`config.mk`:
```
export PLATFORM = sky130hd
export DESIGN_NAME = booth_mac_accum
export DESIGN_NICKNAME = d
export VERILOG_FILES = /design/src/rtl/booth_mac_pkg.sv /design/src/rtl/booth_mac_accum.sv
export SDC_FILE = /design/constraint.sdc
export NUM_CORES = 1
export LEC_CHECK = 0
export ABC_AREA = 0
export BUFFER_PORTS_ARGS = -buffer_cell sky130_fd_sc_hd__clkbuf_2
export CORE_ASPECT_RATIO = 1.25
export CORE_MARGIN = 2
export CORE_UTILIZATION = 25
export CTS_CLUSTER_DIAMETER = 30
export DETAILED_ROUTE_END_ITERATION = 7
export GPL_ROUTABILITY_DRIVEN = 0
export PLACE_DENSITY = 0.46
export SLEW_MARGIN = 10
export SYNTH_ARGS = -nofsm -noshare
export SYNTH_HDL_FRONTEND = slang
export SYNTH_SLANG_ARGS = --single-unit
```
`constraint.sdc`:
```
create_clock -name clk -period 6.1 [get_ports clk]
set_input_delay 1.525 -clock clk [delete_from_list [all_inputs] [get_ports clk]]
set_output_delay 1.525 -clock clk [all_outputs]
set_load 0.03 [all_outputs]
```
`src/rtl/booth_mac_pkg.sv`:
```
// Shared types and helpers for the booth product accumulator.
// sat_add is only referenced when BOOTH_MAC_SAT_EN is defined.
package booth_mac_pkg;

  localparam int PROD_W = 8;

  typedef enum logic {ACCUM, HOLD} mac_state_e;

  // Signed add clamped to a w-bit two's-complement range; ovf flags a clamp.
  function automatic logic signed [63:0] sat_add(
    input  logic signed [63:0] a,
    input  logic signed [63:0] b,
    input  int                 w,
    output logic               ovf
  );
    logic signed [64:0] sum;
    logic signed [64:0] hi;
    logic signed [64:0] lo;
    sum = {a[63], a} + {b[63], b};
    hi  = (65'sd1 <<< (w - 1)) - 65'sd1;
    lo  = -(65'sd1 <<< (w - 1));
    ovf = 1'b0;
    if (sum > hi) begin
      ovf = 1'b1;
      sum = hi;
    end else if (sum < lo) begin
      ovf = 1'b1;
      sum = lo;
    end
    return sum[63:0];
  endfunction

endpackage

```
`src/rtl/booth_mac_accum.sv`:
```
// Accumulates N_TERMS signed 8-bit products into one ACC_W result (saturating when BOOTH_MAC_SAT_EN).
// Latency: result valid the cycle after the final term is accepted.
// Backpressure: in_ready drops while a result is held until out_valid & out_ready; in_clear aborts.
module booth_mac_accum
  import booth_mac_pkg::*;
#(
  parameter int ACC_W   = 16,
  parameter int N_TERMS = 4
) (
  input  logic             clk,
  input  logic             rst,
  input  logic             in_valid,
  output logic             in_ready,
  input  logic [7:0]       in_product,
  input  logic             in_clear,
  output logic             out_valid,
  input  logic             out_ready,
  output logic [ACC_W-1:0] out_acc,
  output logic             out_ovf
);

  localparam int CNT_W = $clog2(N_TERMS + 1);

  mac_state_e              state;
  logic signed [ACC_W-1:0] acc;
  logic [CNT_W-1:0]        cnt;
  logic                    ovf;

  logic signed [ACC_W-1:0] prod_ext;
  logic signed [ACC_W-1:0] next_acc;
  logic                    add_ovf;
  logic                    accept;
  logic                    last_term;

  assign prod_ext  = ACC_W'($signed(in_product));
  assign accept    = (state == ACCUM) && in_valid && in_ready;
  assign last_term = (cnt == CNT_W'(N_TERMS - 1));

  always_comb begin
    add_ovf  = 1'b0;
    next_acc = acc;
`ifdef BOOTH_MAC_SAT_EN
    next_acc = ACC_W'(sat_add(64'(acc), 64'(prod_ext), ACC_W, add_ovf));
`else
    next_acc = acc + prod_ext;
`endif
  end

  // in_ready/out_valid are registered copies of the state decode.
  always_ff @(posedge clk) begin
    if (rst || in_clear) begin
      state     <= ACCUM;
      acc       <= '0;
      cnt       <= '0;
      ovf       <= 1'b0;
      in_ready  <= 1'b1;
      out_valid <= 1'b0;
    end else begin
      case (state)
        ACCUM: begin
          if (accept) begin
            acc <= next_acc;
            cnt <= cnt + CNT_W'(1);
            ovf <= ovf | add_ovf;
            if (last_term) begin
              state     <= HOLD;
              in_ready  <= 1'b0;
              out_valid <= 1'b1;
            end
          end
        end
        HOLD: begin
          if (out_ready) begin
            state     <= ACCUM;
            acc       <= '0;
            cnt       <= '0;
            ovf       <= 1'b0;
            in_ready  <= 1'b1;
            out_valid <= 1'b0;
          end
        end
        default: begin
          state     <= ACCUM;
          in_ready  <= 1'b1;
          out_valid <= 1'b0;
        end
      endcase
    end
  end

  assign out_acc = acc;
  assign out_ovf = ovf;

endmodule

```
; ---- After elaboration in Yosys (flattened, before gate mapping)
; Index checks and enable logic that the tools add are counted.
[word_totals]
in_bits = 13
regBits = 23
out_inout_bits = 19
[classes]
mux = 19
n_eq_ne = 4
n_reduce_logical = 6
n_bitwise = 1
n_addsub = 2
[ops]
columns = operator, n
row1 = $mux 16, 2
row2 = $pmux 16 s2, 1
row3 = $add 16x8->16, 1
row4 = $mux 1, 10
row5 = $mux 3, 2
row6 = $ne 2x2->1 const B, 3
row7 = $pmux 1 s2, 3
row8 = $pmux 3 s2, 1
row9 = $reduce_and 2->1, 2
row10 = $add 3x1->3 const B, 1
row11 = $eq 3x2->1 const B, 1
row12 = $reduce_and 3->1, 1
row13 = $logic_and 1x1->1, 2
row14 = $logic_or 1x1->1, 1
row15 = $not 1->1, 1

; ---- Depth between registers and ports, before layout
[logic_depth]
word_depth = 5
ltp_mapped = 9
depth_no_buf = 9

; ---- Least setup slack after synthesis
; No wires, ideal clock.
[synth_timing]
path_type = input to register
from = input in_product[0]
to = register acc[14], in the netlist out_acc[14]
required_ns = 6.037
setup_slack_ns = 2.905
path_buffers = 0
setup_time_ns = 0.063
cell_stages = 9
arrival_time_ns = 3.132
cell_sequence = ha_1 inv_1 fa_1 nor2b_1 o31a_1 nor3_1 o21a_1 a2111o_1 nand3_1
[synth_via]
elab_chain_cells = 3
[synth_lines]
columns = element, line_no
row1 = "start, declared", booth_mac_accum.sv:14  ; input logic [7:0] in_product,
row2 = $add 16x8->16, booth_mac_accum.sv:45  ; next_acc = acc + prod_ext;
row3 = $mux 16, booth_mac_accum.sv:61  ; if (accept) begin
row4 = $pmux 16 s2, booth_mac_accum.sv:59  ; case (state)
row5 = "end signal, assigned", booth_mac_accum.sv:62  ; acc <= next_acc;
row6 = "end, declared", booth_mac_accum.sv:25  ; logic signed [ACC_W-1:0] acc;
; No other way between the ends. The select of a mux whose other input is x is not followed.
; A chain may end at the register's enable or synchronous reset.

; ---- Worst setup path in the final report
[layout_timing]
from = input in_product[7]
to = register acc[15], in the netlist out_acc[15]
; Same word-level chain as after synthesis.

==> flow_summary.json <==
{
  "max-vdd-ir-drop_mv": 0.124,
  "p_clk_share_pct": 34.8,
  "drtIter0Drc": 41,
  "async_flop_share_pct": 0,
  "synth.most_common_cell": "nor2_1",
  "drive_gt1_share_pct": 17.8,
  "ys_ff_latch": 22,
  "dieArea_um2": 7080,
  "slew_violations": 0,
  "clock.fmax_mhz": 291,
  "synth_fa_ha_area_share_pct": 14.5,
  "swShare_pct": 31.8,
  "max_stage_delay_ns": 0.48,
  "cts_setup_buffers": 0,
  "synth_xor_area_share_pct": 3.82,
  "initial_utilization_pct": 25.9,
  "synth-compound-area-share_pct": 27.7,
  "fp.dieH_um": 93.6,
  "clock_latency_ns": 0.27,
  "crit_fanout": 14,
  "syn_avg_cell_area_um2": 8.11,
  "yosys.area_share.simple_pct": 21.5,
  "synthTopCellsByCount": "23 x nor2_1, 22 x dfxtp_1, 19 x nand2_1",
  "cts_hold_buffers": 0,
  "synth_cell_types": 48,
  "io_buffers": 30,
  "p_per_area_nw_per_um2": 218,
  "num_io_pins": 32,
  "critPathArrivalTime_ns": 3.61,
  "fin_setup_tns_ns": 0,
  "power_frac_seq_pct": 38.4,
  "clockBufferDepth": 2,
  "drv_cap": 0,
  "required_ns": 6.28,
  "p_leak_nw": 0.798,
  "fin_crit_ns": 3.43,
  "syn_nets": 229,
  "synth_edf_count": 0,
  "firstDrtPassIters": 4,
  "p_comb_share_pct": 26.8,
  "cts_root_buffer": "clkbuf_8",
  "post-route-period-util_pct": 56.3,
  "vias": 1505,
  "synth_cells": 198,
  "grt_pass1_vias": 1471,
  "rsz0062_at_grt": "false",
  "grt_max_degree": 18,
  "cts_tree": "yes",
  "grt_pass1_wl_um": 7040,
  "p_switching_uw": 131,
  "core_um2": 6210,
  "synth_area_um2": 1610,
  "vias_per_cell": 4.85,
  "yosysTopAreaCellShare_pct": 27.4,
  "synth_top_family_by_area": "compound AO/OA/AOI/OAI gates",
  "ys_warn_count": 0,
  "yosysTopAreaCell": "dfxtp_1",
  "place_hpwl_um": 3100,
  "status": "completed",
  "synth_flop_cell": "dfxtp_1",
  "cts_resized": 0,
  "setup_viol": 0,
  "layout.cells.non_filler": 310,
  "row_count": 32,
  "dp_cells": 306,
  "grt_antenna_before_repair": 0,
  "crit_buf_inv": 1,
  "overflow": 0,
  "final_hold_viol_count": 0,
  "finClkSkew_ns": 0.00840,
  "die_w_um": 75.7,
  "ant_nets": 0,
  "syn_to_final_growth_pct": 17.5,
  "drt_wl_total_um": 4110,
  "startpoint_type": "primary input",
  "seq_area_frac_synth_pct": 27.4,
  "path_clk_slew_ns": 0.10,
  "intPower_uw": 281,
  "crit_chain": "clkbuf_2 > ha_1 > a211oi_1 > o21bai_1 > o21bai_1 > a211oi_1 > a22oi_1 > a21o_1",
  "hp-class": "reg -> reg",
  "tightest_slew_ns": 0.850,
  "fillCellCount": 693,
  "nets": 257,
  "htree_num_levels": 1,
  "muxShareOfSynthArea_pct": 0.624,
  "wl_per_cell_um": 13.2,
  "cp_top_family": "compound AO/OA/AOI/OAI gates",
  "n_antenna_cell": 0,
  "cts_made_buffers": 3,
  "slew_headroom_pct": 43.3,
  "drc": 0,
  "crit_type": "in -> reg",
  "synth_area_leaders": "dfxtp_1 27%, ha_1 13%, nor2_1 5.4%",
  "cp-end-kind": "flop",
  "cp_slowest_cell": "ha_1",
  "cts_sinks": 22,
  "grt_usage_pct": 12.7
}
-- placed cells by master, fill, tap and decap left out, types with 4 or more instances in the layout --
cell type	netlist	routed
clkbuf_2	1	30
nor2_1	23	23
dfxtp_1	22	22
nand2_1	19	19
ha_1	17	17
o21ai_0	15	15
a21oi_1	15	15
a211oi_1	8	8
inv_1	5	5
a22oi_1	5	5
xnor2_1	4	4
nor2b_1	4	4
nand3_1	4	4
-- power groups by stage --
stage	combinational, mW	clock (mW)	sequential [mW]
2_1_floorplan	0.0708	0	0.174
3_5_place_dp	0.110	0	0.161
5_1_grt	0.124	0.155	0.159
3_3_place_gp	0.110	0	0.161
6_report	0.110	0.143	0.158
4_1_cts	0.111	0.149	0.158
-- final timing paths --
kind	cells after the start	endpoint	slack (ns)	start
setup / recovery	8	out_acc[15]	2.67	in_product[7]
hold / removal	2	out_valid	0.46	out_valid
setup reg to reg	6	out_acc[15]	3.68	in_ready
hold reg to reg	2	out_valid	0.46	out_valid
-- metal layers --
layer | vias up | share of wire (%) | wire [um] | GRT usage [%]
li1 | 785 | - | - | -
met1 | 692 | 48 | 1970 | 16.7
met2 | 24 | 48 | 1960 | 21.2
met3 | 4 | 3.3 | 134 | 1.83
met4 | 0 | 1.1 | 45 | 3.51
met5 | - | 0 | 0 | 0
-- tightest hold or removal path: stages (launching register included) --
cell,delay [ns]
dfxtp_1,0.32
nand2_1,0.05
a21oi_1,0.05
-- per-stage QoR --
| stage | power [mW] | hold slack, ns | cell area [um2] | worst slack (ns) | utilization (%) |
|---|---|---|---|---|---|
| 5_1_grt | 0.438 | 0.494 | 1890 | 2.49 | 30.4 |
| 4_1_cts | 0.417 | 0.470 | 1890 | 2.71 | 30.4 |
| 2_1_floorplan | 0.245 | 0.454 | 1610 | 2.91 | - |
| 3_5_place_dp | 0.272 | 0.457 | 1810 | 2.39 | 29.2 |
| 3_3_place_gp | 0.271 | 0.451 | 1810 | 2.50 | 29.2 |
| 6_report | 0.412 | 0.463 | 1890 | 2.67 | 30.4 |
-- layout make-up --
type	instances	area (um2)	area share [%]
inverter	5	18.8	0.995
tap	85	106	5.64
clock buffer	3	41.3	2.19
multi-input combinational	164	1100	58.3
clock inverter	1	30.0	1.59
timing repair buffer	30	150	7.96
sequential	22	440	23.4
-- registers in the layout (all words and copies together) (netlist names) --
signal / cells
out_valid: 1
out_acc: 16
cnt: 3
state: 1
in_ready: 1
-- logic make-up after synthesis --
family,count (synthesis)
and+or+nand+nor,71
AOI/OAI and AO/OA,66
DFF,22
adders and majority gates,18
buffers and inverters,12
xor gates and xnor gates,7
other,1
muxes,1
Power figures use the tool's default switching activity.
